### config.mk
export PLATFORM = sky130hd
export DESIGN_NAME = wos_run_ctrl
export DESIGN_NICKNAME = d
export VERILOG_FILES = /design/src/rtl/wos_run_ctrl.sv
export SDC_FILE = /design/constraint.sdc
export NUM_CORES = 1
export LEC_CHECK = 0
export CAP_MARGIN = 20
export CORE_AREA = 2 2 74 76
export CTS_BUF_LIST = sky130_fd_sc_hd__clkbuf_16
export DETAILED_ROUTE_END_ITERATION = 8
export DIE_AREA = 0 0 76 78
export GPL_TIMING_DRIVEN = 0
export PLACE_DENSITY = 0.79
export SYNTH_ARGS = -nofsm -noshare
export SYNTH_HDL_FRONTEND = slang
export SYNTH_SLANG_ARGS = --single-unit
### constraint.sdc
create_clock -name clk_i -period 5.5 [get_ports clk_i]
set_clock_uncertainty 0.2 [all_clocks]
set_input_delay 1.1 -clock clk_i [delete_from_list [all_inputs] [get_ports clk_i]]
set_output_delay 1.1 -clock clk_i [all_outputs]
set_load 0.01 [all_outputs]
### src/rtl/wos_run_ctrl.sv
// Run sequencer for the weighted-order-statistics filter: clears the window, streams
// ROM samples through the filter into the result RAM, and steps the readback address.
module wos_run_ctrl #(
    parameter int N           = 101,
    parameter int DATA_BITS   = 8,
    parameter int ADDR_BITS   = 8,
    parameter int NUM_SAMPLES = 255,
    parameter int FILTER_LAT  = 1,
    parameter int RANK_BITS   = $clog2(N)
) (
    input  logic                 clk_i,
    input  logic                 rst_ni,
    input  logic                 start_i,
    input  logic [RANK_BITS-1:0] rank_in_i,
    output logic [ADDR_BITS-1:0] rom_addr_o,
    input  logic [DATA_BITS-1:0] rom_data_i,
    output logic                 flt_clr_o,
    output logic                 flt_en_o,
    output logic [DATA_BITS-1:0] flt_din_o,
    output logic [RANK_BITS-1:0] flt_rank_o,
    input  logic [DATA_BITS-1:0] flt_dout_i,
    output logic                 ram_we_o,
    output logic [ADDR_BITS-1:0] ram_waddr_o,
    output logic [DATA_BITS-1:0] ram_wdata_o,
    input  logic                 step_up_i,
    input  logic                 step_down_i,
    output logic [ADDR_BITS-1:0] rd_addr_o,
    output logic                 busy_o,
    output logic                 done_o
);

    localparam logic [ADDR_BITS-1:0] LAST_IDX = ADDR_BITS'(NUM_SAMPLES - 1);

    typedef enum logic [1:0] {
        IDLE,
        CLEAR,
        FETCH,
        DRAIN
    } state_e;

    state_e                 state_q, state_d;
    logic [ADDR_BITS-1:0]   cnt_q, cnt_d;
    logic [RANK_BITS-1:0]   rank_q, rank_d;
    logic [ADDR_BITS-1:0]   rd_q, rd_d;
    logic                   busy_q, busy_d;
    logic                   done_q, done_d;
    logic                   fetch_v;
    logic                   accept;

    // Stage 0 marks the cycle the ROM word is on rom_data_i; the last stage is the RAM write.
    logic [FILTER_LAT:0]    vld_q;
    logic [ADDR_BITS-1:0]   idx_q [FILTER_LAT+1];

    assign accept = (state_q == IDLE) && start_i;

    always_comb begin
        state_d = state_q;
        cnt_d   = cnt_q;
        rank_d  = rank_q;
        busy_d  = busy_q;
        done_d  = done_q;
        rd_d    = rd_q;
        fetch_v = 1'b0;

        case (state_q)
            IDLE: begin
                if (start_i) begin
                    rank_d  = rank_in_i;
                    cnt_d   = '0;
                    done_d  = 1'b0;
                    busy_d  = 1'b1;
                    state_d = CLEAR;
                end
            end
            CLEAR: begin
                state_d = FETCH;
            end
            FETCH: begin
                fetch_v = 1'b1;
                if (cnt_q == LAST_IDX) begin
                    cnt_d   = '0;
                    state_d = DRAIN;
                end else begin
                    cnt_d = cnt_q + 1'b1;
                end
            end
            DRAIN: begin
                // Only the final write stage may still be busy when we hand back control.
                if (vld_q[FILTER_LAT-1:0] == '0) begin
                    busy_d  = 1'b0;
                    done_d  = 1'b1;
                    state_d = IDLE;
                end
            end
            default: state_d = IDLE;
        endcase

        if (accept) begin
            rd_d = '0;
        end else if (!busy_q && (step_up_i ^ step_down_i)) begin
            rd_d = step_up_i ? rd_q + 1'b1 : rd_q - 1'b1;
        end
    end

    always_ff @(posedge clk_i or negedge rst_ni) begin
        if (!rst_ni) begin
            state_q <= IDLE;
            cnt_q   <= '0;
            rank_q  <= '0;
            rd_q    <= '0;
            busy_q  <= 1'b0;
            done_q  <= 1'b0;
            vld_q   <= '0;
            for (int s = 0; s <= FILTER_LAT; s++) begin
                idx_q[s] <= '0;
            end
        end else begin
            state_q <= state_d;
            cnt_q   <= cnt_d;
            rank_q  <= rank_d;
            rd_q    <= rd_d;
            busy_q  <= busy_d;
            done_q  <= done_d;
            vld_q   <= {vld_q[FILTER_LAT-1:0], fetch_v};
            idx_q[0] <= cnt_q;
            for (int s = 1; s <= FILTER_LAT; s++) begin
                idx_q[s] <= idx_q[s-1];
            end
        end
    end

    assign rom_addr_o  = cnt_q;
    assign flt_clr_o   = (state_q == CLEAR);
    assign flt_en_o    = vld_q[0];
    assign flt_din_o   = vld_q[0] ? rom_data_i : '0;
    assign flt_rank_o  = rank_q;
    assign ram_we_o    = vld_q[FILTER_LAT];
    assign ram_waddr_o = vld_q[FILTER_LAT] ? idx_q[FILTER_LAT] : '0;
    assign ram_wdata_o = vld_q[FILTER_LAT] ? flt_dout_i : '0;
    assign rd_addr_o   = rd_q;
    assign busy_o      = busy_q;
    assign done_o      = done_q;

endmodule
-- Word level (Yosys, flattened, before mapping)
Index checks and enable logic that the tools add are counted.
- output and inout bits: 52
- flip-flop bits (word level): 45
- logic and storage cells: 51
- input bits: 28
- equality and inequality tests: 7
- reductions and logical operators: 11
- mux-type cells: 20
- $add $sub $neg: 3
- bitwise gates (word level): 1
- operators with widths (kind ; number):
    2-to-1 mux 8 bit ; 8
    adder 8 x 1 -> 8 bit, second input constant ; 2
    one-hot mux 8 bit (2 select lines) ; 1
    == test 8 bit, second input constant ; 1
    one-hot mux 2 bit (4 select lines) ; 1
    subtractor 8 x 1 -> 8 bit, second input constant ; 1
    2-to-1 mux 2 bit ; 3
    inequality test 2 bit, second input constant ; 3
    AND reduction 3 bit ; 2
    nonzero test 2 bit ; 3
    2-to-1 mux 1 bit ; 5
    == test 2 bit, second input constant ; 2
    one-hot mux 1 bit (2 select lines) ; 2
    AND reduction 2 bit ; 2
    == test 2 x 1 -> 1 bit, second input constant ; 1
    logical AND 1 bit ; 2
    logical NOT 2 bit ; 1
    logical NOT 1 bit ; 1
    bitwise XOR 1 bit ; 1

-- Longest topological paths before layout
Gate-level depths: netlist of the first run.
- word-level depth: 4
- depth in mapped cells: 8
- depth with buffers taken out: 7

-- Worst setup path after synthesis of the first run
OpenSTA, ideal clock, no wires.
- path kind: input to register
- start: input step_up_i
- end: register rd_q[7], in the netlist rd_addr_o[7]
- library setup time: 0.079 ns
- setup slack: 2.651 ns
- arrival: 2.570 ns
- data required time: 5.221 ns
- path buffers: 0
- cell stages on the path: 7
- cells stage by stage: inv_1 ha_1 a21o_1 a21o_1 a211oi_2 mux2i_1 mux2i_1
- longest elaborated chain between the ends: 3
- elaborated cells on any way between the ends: 6
- classes of those cells: mux (3); bitwise (1); reduce/logical (2)
- ends and longest elaborated chain (item ; RTL line ; text):
    from (decl) ; 25 ; input logic step_up_i,
    2-to-1 mux 8 bit / bitwise XOR 1 bit (equally long branches) ; 101, 100 ;
    2-to-1 mux 8 bit / logical AND 1 bit (equally long branches) ; 100 ; end else if (!busy_q && (step_up_i ^ step_down_i)) begin
    2-to-1 mux 8 bit / nonzero test 2 bit (equally long branches) ; - ;
    to (signal assigned) ; 121 ; rd_q <= rd_d;
    to (decl) ; 44 ; logic [ADDR_BITS-1:0] rd_q, rd_d;
Parallel ways exist; a longest one is shown, timed or not. The select of a mux whose other input is x is not followed.
A chain may end at the register's enable or synchronous reset.

-- Worst setup path in the final report of the first run
- start: input flt_dout_i[2]
- end: output ram_wdata_o[2]
- longest elaborated chain between the ends: 1
- ends and longest elaborated chain (item ; RTL line ; text):
    from (decl) ; 21 ; input logic [DATA_BITS-1:0] flt_dout_i,
    2-to-1 mux 8 bit ; 139 ; assign ram_wdata_o = vld_q[FILTER_LAT] ? flt_dout_i : '0;
    to (decl) ; 24 ; output logic [DATA_BITS-1:0] ram_wdata_o,
Every way passes these cells.

==> impl_metrics.py, run 1 <==
metrics = {
    "yosys": {
        "ys_warn_count": 0,
        "synthMuxAreaShare_pct": 3.01,
        "yosysUniqueCellTypes": 33,
        "synth_fp_nets": 248,
        "synthCells": 207,
        "synth-seq-area-share_pct": 52.1,
        "synthSimpleGateAreaFrac_pct": 21.4,
        "syn_area_per_cell_sq_um": 10.4,
        "synth-compound-area-share_pct": 9.90,
        "synth_fa_ha_area_share_pct": 7.87,
        "ys_ff_latch": 45,
        "syn_area_sq_um": 2160,
        "synth-xor-area-share_pct": 3.24,
        "synth_top_family_by_area": "simple AND/OR/NAND/NOR gates",
    },
    "layout": {
        "syn_to_final_growth_pct": 48.2,
        "fin_util_pct": 63.5,
        "drive_above_1_share_pct": 4.75,
        "nets": 335,
        "diodes": 0,
    },
    "timing": {
        "setup_tns_ns": 0,
        "finalHoldViolations": 0,
        "rsz0062_at_grt": "no",
        "final-max-slew-violation-count": 0,
        "min_period_ns": 3.52,
        "relSlewSlack_pct": 65.3,
        "fmax_mhz": 284,
        "setup_viol": 0,
        "worst_pin_slew_ns": 0.521,
        "final.period_utilization_pct": 64.0,
    },
    "global_routing": {
        "grt_usage_pct": 17.5,
        "grt_max_degree": 25,
        "antenna_found_initial": 0,
        "grt_pass1_vias": 1755,
        "grt-ovfl-total": 0,
        "grt_pass1_wl_microns": 8270,
    },
    "power_and_ir_drop": {
        "leakage_nw": 1.47,
        "power_density_nw_per_um2": 451,
        "irDropWorstVdd_v": 0.000247,
    },
    "critical_path": {
        "regToRegEndpoint": "rd_addr_o[7]",
        "worstSetupEndpointType": "output pin",
        "worstPathArrival_ns": 2.22,
        "reg2reg_depth": 6,
        "cp.buffers_inverters": 2,
        "cp_top_family": "buffers and inverters",
        "crit_type": "primary input to output pin",
        "path_max_fanout": 1,
        "critPathMaxStageDelay_ns": 0.55,
        "r2r_start": "rd_addr_o[4]",
        "worstPathCellList": "clkdlybuf4s50_1 -> and2_1 -> clkdlybuf4s50_1",
        "required_ns": 4.20,
        "slowest_stage": "clkdlybuf4s50_1",
        "crit_top_cell": "clkdlybuf4s50_1",
        "r2r_slack_ns": 3.39,
        "startpoint_type": "primary input",
    },
    "outcome": {
        "status": "finished clean",
    },
    "clocking": {
        "clk_pin_slew_ns": 0.06,
        "cts_resized": 0,
        "post_cts_buffers": 0,
        "cts.htree.levels": 2,
        "cts_tree": "yes",
        "cts.sinks": 45,
        "cts-root-buf": "clkbuf_16",
        "ctsHoldBuffers": 0,
        "clockBufferDepth": 2,
        "cts_made_buffers": 5,
        "clk_latency_ns": 0.28,
    },
    "detailed_routing": {
        "wl_per_cell_microns": 13.1,
        "drc": 0,
        "ant_nets": 0,
        "avgViaCountPerCell": 4.72,
        "routed-via-count": 1724,
        "routed_wl_microns": 4790,
        "drt_iter0_drc": 67,
        "drtPass1Iterations": 4,
    },
    "floorplanning": {
        "ios": 80,
        "dieWidth_microns": 76,
        "coreArea_sq_um": 5040,
        "initial_utilization_pct": 42.9,
        "num_rows": 26,
        "dieArea_sq_um": 5930,
        "die_h_microns": 78,
    },
    "run": {
        "max_cap_violations": 0,
    },
    "min_path": {
        "min_from": "idx_q[15]",
        "worstHoldPathCells": 0,
        "min_path_type": "flop to flop",
        "min_to": "idx_q[7]",
    },
    "placed_design": {
        "dpl.hpwl_microns": 3650,
        "port_buffers": 79,
        "gp_congestion": 0.775,
    },
}
-- worst max path at each step --
stage	cells past startpoint	from	slack, ns	endpoint
4_1_cts	3	rom_data_i[7]	1.98	flt_din_o[7]
6_report	3	flt_dout_i[2]	1.98	ram_wdata_o[2]
3_3_place_gp	8	step_up_i	1.98	rd_addr_o[7]
3_5_place_dp	8	step_up_i	1.93	rd_addr_o[7]
2_1_floorplan	7	step_up_i	2.65	rd_addr_o[7]
5_1_grt	3	rom_data_i[7]	1.94	flt_din_o[7]
-- kinds of logic after synthesis --
group                    count (synthesis)
AND/OR/NAND/NOR                         90
AO/OA/AOI/OAI                           33
multiplexers                             6
XOR/XNOR                                 8
buffers and inverters                   12
adder cells (fa/ha/maj)                 13
flip-flops                              45
-- layout by cell type (no fill, tap or decap), types with 2 or more instances in the layout --
cell type / n
nand4_1: 3
nand3_1: 2
clkinv_1: 2
nand4b_1: 3
buf_2: 2
o21ai_0: 9
nand2_1: 31
a21o_1: 4
a21oi_1: 10
and2_1: 25
ha_1: 12
clkdlybuf4s50_1: 78
dfrtp_1: 45
nand2b_1: 3
clkbuf_16: 5
xor2_1: 4
xnor2_1: 4
a211oi_1: 2
or3_1: 3
clkbuf_1: 4
mux2i_1: 5
o21bai_1: 2
nor2_1: 17
inv_1: 6
-- state kept, by name, indices dropped and copies added, names as in the netlist --
register / count
rom_addr_o: 8
busy_o: 1
flt_rank_o: 7
idx_q: 16
rd_addr_o: 8
state_q: 2
vld_q: 2
done_o: 1
-- worst register-to-register path: cells and delay by family (launching register included) --
kind | cells | cell delay, ns
multiplexers | 2 | 0.46
adder cells (fa/ha/maj) | 1 | 0.36
AO/OA/AOI/OAI | 3 | 0.61
flip-flops | 1 | 0.41
-- metal layers --
layer	vias to the layer above	part of all wire [%]	track usage, %
li1	871	-	-
met1	798	43	20.7
met2	43	50	30.6
met3	12	4.7	4.07
met4	0	2.5	7.64
met5	-	0	0
-- final cells by class --
cell class	instances	area [sq um]
sequential	45	1130
clock inverter	3	16.3
buffer	6	31.3
clock buffer	5	125
inverter	6	22.5
fill	405	1840
multi-input combinational	150	982
tap	70	87.6
timing repair buffer	80	813
-- stage by stage --
stage,total power [mW],area [sq um],hold WS (ns),instances,setup slack (ns)
finish,1.44,3200,0.148,365,1.98
global route,1.55,3200,0.151,365,1.94
CTS,1.46,3200,0.148,365,1.98
detailed placement,1.17,3060,0.135,357,1.93
global placement,1.15,3040,0.132,356,1.98
floorplan,0.857,2160,0.131,207,2.65
-- power breakdown --
part	switching, mW	total (mW)	internal (mW)	leakage (nW)
Clock	0.119	0.286	0.167	0.0693
Combinational	0.304	0.652	0.349	0.809
Sequential	0.0825	0.506	0.424	0.591
-- synth_stat cells --
cell	instances	area, sq um
o21a_1	1	7.51
and2_1	25	156
a21o_1	4	30.0
nand3_1	2	10.0
inv_1	6	22.5
a211oi_2	1	12.5
mux2i_1	5	50.1
o21bai_1	2	15.0
dfrtp_1	45	1130
fa_1	1	20.0
mux2_4	1	15.0
nand4b_1	3	26.3
nand4_1	3	18.8
nor2_1	17	63.8
ha_1	12	150
clkbuf_1	4	15.0
a21o_4	1	15.0
a211oi_1	2	15.0
or3_1	3	18.8
nand2_1	31	116
o22ai_1	1	6.26
a22o_1	1	8.76
nand4_4	1	21.3
buf_6	1	11.3
buf_2	1	5.00
a21oi_1	10	50.1
o21ai_0	9	45.0
nand3b_1	1	7.51
nand2b_1	3	18.8
xor2_1	4	35.0
a211o_1	1	8.76
xnor2_1	4	35.0
nor3_1	1	5.00
(Power assumes the default switching activity.)
==> run 2: changes to the inputs <==
--- a/config.mk
+++ b/config.mk
@@ -6,12 +6,12 @@
 export NUM_CORES = 1
 export LEC_CHECK = 0
 export CAP_MARGIN = 20
-export CORE_AREA = 2 2 74 76
+export CORE_AREA = 2 2 77 79
 export CTS_BUF_LIST = sky130_fd_sc_hd__clkbuf_16
 export DETAILED_ROUTE_END_ITERATION = 8
-export DIE_AREA = 0 0 76 78
+export DIE_AREA = 0 0 79 81
 export GPL_TIMING_DRIVEN = 0
-export PLACE_DENSITY = 0.79
+export PLACE_DENSITY = 0.77
 export SYNTH_ARGS = -nofsm -noshare
 export SYNTH_HDL_FRONTEND = slang
 export SYNTH_SLANG_ARGS = --single-unit
==> constraint.sdc (replaced) <==
create_clock -name clk_i -period 3.1 [get_ports clk_i]
set_clock_uncertainty 0.2 [all_clocks]
set_input_delay 0.62 -clock clk_i [delete_from_list [all_inputs] [get_ports clk_i]]
set_output_delay 0.62 -clock clk_i [all_outputs]
set_load 0.01 [all_outputs]
==> impl_metrics.py, run 2 (synthesis results as in run 1) <==
metrics = {
    "clocking": {
        "post_cts_buffers": 0,
        "cts-root-buf": "clkbuf_16",
        "cts_resized": 0,
        "clockBufferDepth": 2,
        "ctsHoldBuffers": 0,
        "cts_tree": "yes",
        "cts.sinks": 45,
        "cts.htree.levels": 2,
        "clk_latency_ns": 0.28,
        "clk_pin_slew_ns": 0.06,
        "cts_made_buffers": 5,
    },
    "placed_design": {
        "dpl.hpwl_microns": 3570,
        "gp_congestion": 0.779,
        "port_buffers": 79,
    },
    "detailed_routing": {
        "drtPass1Iterations": 4,
        "ant_nets": 0,
        "routed_wl_microns": 4700,
        "avgViaCountPerCell": 4.68,
        "routed-via-count": 1731,
        "wl_per_cell_microns": 12.7,
        "drc": 0,
        "drt_iter0_drc": 136,
    },
    "timing": {
        "rsz0062_at_grt": "no",
        "min_period_ns": 2.83,
        "finalHoldViolations": 0,
        "setup_tns_ns": 0,
        "relSlewSlack_pct": 69.4,
        "setup_viol": 0,
        "final-max-slew-violation-count": 0,
        "fmax_mhz": 353,
        "worst_pin_slew_ns": 0.457,
        "final.period_utilization_pct": 91.3,
    },
    "critical_path": {
        "worstPathCellList": "clkdlybuf4s50_1 -> inv_1 -> ha_1 -> a21o_1 -> a21o_1 -> a211oi_2 -> mux2i_1 -> mux2i_1",
        "startpoint_type": "primary input",
        "worstPathArrival_ns": 2.83,
        "crit_type": "primary input to flop",
        "cp_top_family": "buffers and inverters",
        "path_max_fanout": 7,
        "critPathMaxStageDelay_ns": 0.52,
        "required_ns": 3.10,
        "worstSetupEndpointType": "flop",
        "slowest_stage": "clkdlybuf4s50_1",
        "cp.buffers_inverters": 2,
    },
    "floorplanning": {
        "initial_utilization_pct": 38.1,
        "ios": 80,
        "num_rows": 28,
        "coreArea_sq_um": 5680,
        "dieWidth_microns": 79,
        "dieArea_sq_um": 6400,
        "die_h_microns": 81,
    },
    "global_routing": {
        "grt_usage_pct": 15.9,
        "antenna_found_initial": 0,
        "grt_max_degree": 34,
        "grt_pass1_vias": 1694,
        "grt_pass1_wl_microns": 8060,
        "grt-ovfl-total": 0,
    },
    "power_and_ir_drop": {
        "power_density_nw_per_um2": 820,
        "irDropWorstVdd_v": 0.000444,
        "leakage_nw": 1.48,
        "finalPower_mw": 2.65,
    },
    "layout": {
        "layout_common_cells": "clkdlybuf4s50_1, dfrtp_1, nand2_1",
        "nets": 335,
        "fill_cells": 496,
        "final_common_cell": "clkdlybuf4s50_1",
        "largest_register": "idx_q",
        "syn_to_final_growth_pct": 49.7,
        "diodes": 0,
        "drive_above_1_share_pct": 5.42,
        "largest_reg_flops": 16,
    },
    "outcome": {
        "status": "finished clean",
    },
    "run": {
        "max_cap_violations": 0,
    },
    "min_path": {
        "min_path_type": "primary input to asynchronous set/reset pin",
    },
}
## run 2: cell count changes in the layout (fill, tap and decap cells not counted)
cell       change
inv_8          +1
bufinv_16      +1
clkinv_1       -2
buf_12         +1
clkinv_4       +1
buf_16         -1
inv_6          -1
## run 2: power breakdown
group	internal [mW]	total, mW	switching [mW]
Sequential	0.752	0.896	0.144
Combinational	0.618	1.15	0.535
Clock	0.387	0.606	0.219
Total	1.76	2.65	0.898
## run 2: cell type report
cell class                 instances  area, sq um  share of cell area [%]
buffer                             6         31.3                   0.966
clock buffer                       5          125                    3.87
clock inverter                     3         50.0                    1.55
inverter                           6         22.5                   0.696
multi-input combinational        150          982                    30.3
sequential                        45         1130                    34.8
tap                               75         93.8                    2.90
timing repair buffer              80          806                    24.9
## run 2: worst paths after layout
path / start / endpoint / slack (ns) / depth (start not counted)
worst min register to register: idx_q[11] / idx_q[3] / 0.15 / 0
worst max-delay path: step_up_i / rd_addr_o[7] / 0.27 / 8
worst min-delay path: rst_ni / rom_addr_o[6] / 0.02 / 1
worst max register to register: rd_addr_o[4] / rd_addr_o[7] / 0.94 / 6
min in group clk_i: idx_q[11] / idx_q[3] / 0.15 / 0
max in group asynchronous: rst_ni / rom_addr_o[0] / 2.22 / 2
## run 2: metrics by stage
step	cells	utilization, %	setup WS (ns)	instance area [sq um]	hold slack [ns]
after global routing	370	57.0	0.128	3240	0.0357
after detailed placement	362	53.9	0.0109	3060	0.135
after CTS	370	57.0	0.278	3240	0.0290
after global placement	361	53.7	0.0328	3050	0.133
final	370	57.0	0.269	3240	0.0234
after floorplan	207	-	0.731	2160	0.124
## run 2: metal layers
metal | up-vias | GRT usage, % | routed length (microns)
li1 | 864 | - | -
met5 | - | 0 | 0
met2 | 50 | 28.0 | 2350
met3 | 7 | 3.11 | 318
met1 | 810 | 19.4 | 1950
met4 | 0 | 6.21 | 84
==> run 3: changes to the inputs <==
--- a/config.mk
+++ b/config.mk
@@ -12,6 +12,7 @@
 export DIE_AREA = 0 0 79 81
 export GPL_TIMING_DRIVEN = 0
 export PLACE_DENSITY = 0.77
+export REMOVE_ABC_BUFFERS = 1
 export SYNTH_ARGS = -nofsm -noshare
 export SYNTH_HDL_FRONTEND = slang
 export SYNTH_SLANG_ARGS = --single-unit
==> impl_metrics.py, run 3 (synthesis results as in run 1) <==
metrics = {
    "clocking": {
        "cts.htree.levels": 2,
        "clockBufferDepth": 2,
        "cts-root-buf": "clkbuf_16",
        "clk_latency_ns": 0.28,
        "cts_made_buffers": 5,
        "cts_tree": "yes",
        "clk_pin_slew_ns": 0.07,
        "cts_resized": 0,
        "post_cts_buffers": 0,
        "ctsHoldBuffers": 0,
        "cts.sinks": 45,
    },
    "timing": {
        "worst_pin_slew_ns": 1.08,
        "rsz0062_at_grt": "no",
        "final-max-slew-violation-count": 0,
        "final.period_utilization_pct": 87.9,
        "fin_ws_ns": 0.376,
        "finalHoldViolations": 0,
        "setup_tns_ns": 0,
        "fmax_mhz": 367,
        "relSlewSlack_pct": 27.9,
        "setup_viol": 0,
        "hold_slack_ns": 0.0624,
        "min_period_ns": 2.72,
    },
    "global_routing": {
        "grt-ovfl-total": 0,
        "grt_pass1_wl_microns": 7330,
        "antenna_found_initial": 0,
        "grt_pass1_vias": 1560,
        "grt_usage_pct": 14.8,
        "grt_max_degree": 30,
    },
    "floorplanning": {
        "ios": 80,
        "coreArea_sq_um": 5680,
        "die_h_microns": 81,
        "dieWidth_microns": 79,
        "initial_utilization_pct": 38.1,
        "dieArea_sq_um": 6400,
        "num_rows": 28,
    },
    "layout": {
        "fill_cells": 495,
        "drive_above_1_share_pct": 4.84,
        "final_area_sq_um": 3220,
        "final_common_cell": "clkdlybuf4s50_1",
        "largest_reg_flops": 16,
        "layout_common_cells": "clkdlybuf4s50_1, dfrtp_1, nand2_1",
        "finalNonFillerCells": 364,
        "diodes": 0,
        "nets": 329,
        "largest_register": "idx_q",
        "fin_util_pct": 56.8,
        "syn_to_final_growth_pct": 49.1,
    },
    "detailed_routing": {
        "routed_wl_microns": 4640,
        "routed-via-count": 1742,
        "drt_iter0_drc": 111,
        "wl_per_cell_microns": 12.8,
        "ant_nets": 0,
        "drc": 0,
        "avgViaCountPerCell": 4.79,
        "drtPass1Iterations": 4,
    },
    "critical_path": {
        "path_max_fanout": 7,
        "r2r_slack_ns": 0.72,
        "worstSetupEndpointType": "flop",
        "required_ns": 3.11,
        "worstPathArrival_ns": 2.74,
        "crit_type": "primary input to flop",
        "startpoint_type": "primary input",
    },
    "min_path": {
        "min_path_type": "primary input to asynchronous set/reset pin",
    },
    "placed_design": {
        "dpl.hpwl_microns": 3450,
        "dp.cells": 356,
        "gp_congestion": 0.782,
        "place_area_sq_um": 3030,
        "port_buffers": 79,
        "place_ws_ns": 0.0918,
    },
    "run": {
        "max_cap_violations": 0,
    },
    "power_and_ir_drop": {
        "irDropWorstVdd_v": 0.000447,
        "finalPower_mw": 2.70,
        "power_density_nw_per_um2": 838,
        "leakage_nw": 1.48,
    },
    "outcome": {
        "status": "finished clean",
    },
}
[run 3: worst paths after layout]
| check | startpoint | cells past startpoint | endpoint |
|---|---|---|---|
| max | step_up_i | 8 | rd_addr_o[7] |
| max in group asynchronous | rst_ni | 2 | idx_q[6] |
| min in group clk_i | idx_q[11] | 0 | idx_q[3] |
| min | rst_ni | 1 | rd_addr_o[4] |
| max reg2reg | state_q[0] | 7 | rom_addr_o[6] |
| min reg2reg | idx_q[11] | 0 | idx_q[3] |
[run 3: critical path, cell delays in order]
cell	delay, ns
clkdlybuf4s50_1	0.50
inv_1	0.16
ha_1	0.41
a21o_1	0.20
a21o_1	0.18
a211oi_2	0.23
mux2i_1	0.24
mux2i_1	0.20
[run 3: power by group]
group,total (mW),internal (mW),leakage [nW],switching (mW)
registers,0.913,0.752,0.591,0.161
logic,1.10,0.601,0.790,0.500
clock network,0.688,0.464,0.0944,0.224
total,2.70,1.82,1.48,0.885
[run 3: area by class of cell]
class | count | area (sq um) | area share (%)
clock buffer | 5 | 125 | 3.88
clock inverter | 3 | 68.8 | 2.13
inverter | 6 | 22.5 | 0.698
multi-input combinational | 150 | 982 | 30.5
sequential | 45 | 1130 | 34.9
tap | 75 | 93.8 | 2.91
timing repair buffer | 80 | 806 | 25.0
[run 3: layer usage]
| layer | track usage, % | vias up | wire length [microns] |
|---|---|---|---|
| li1 | - | 855 | - |
| met1 | 17.5 | 795 | 1930 |
| met2 | 24.4 | 80 | 2160 |
| met3 | 5.00 | 12 | 432 |
| met4 | 6.55 | 0 | 120 |
| met5 | 0 | - | 0 |
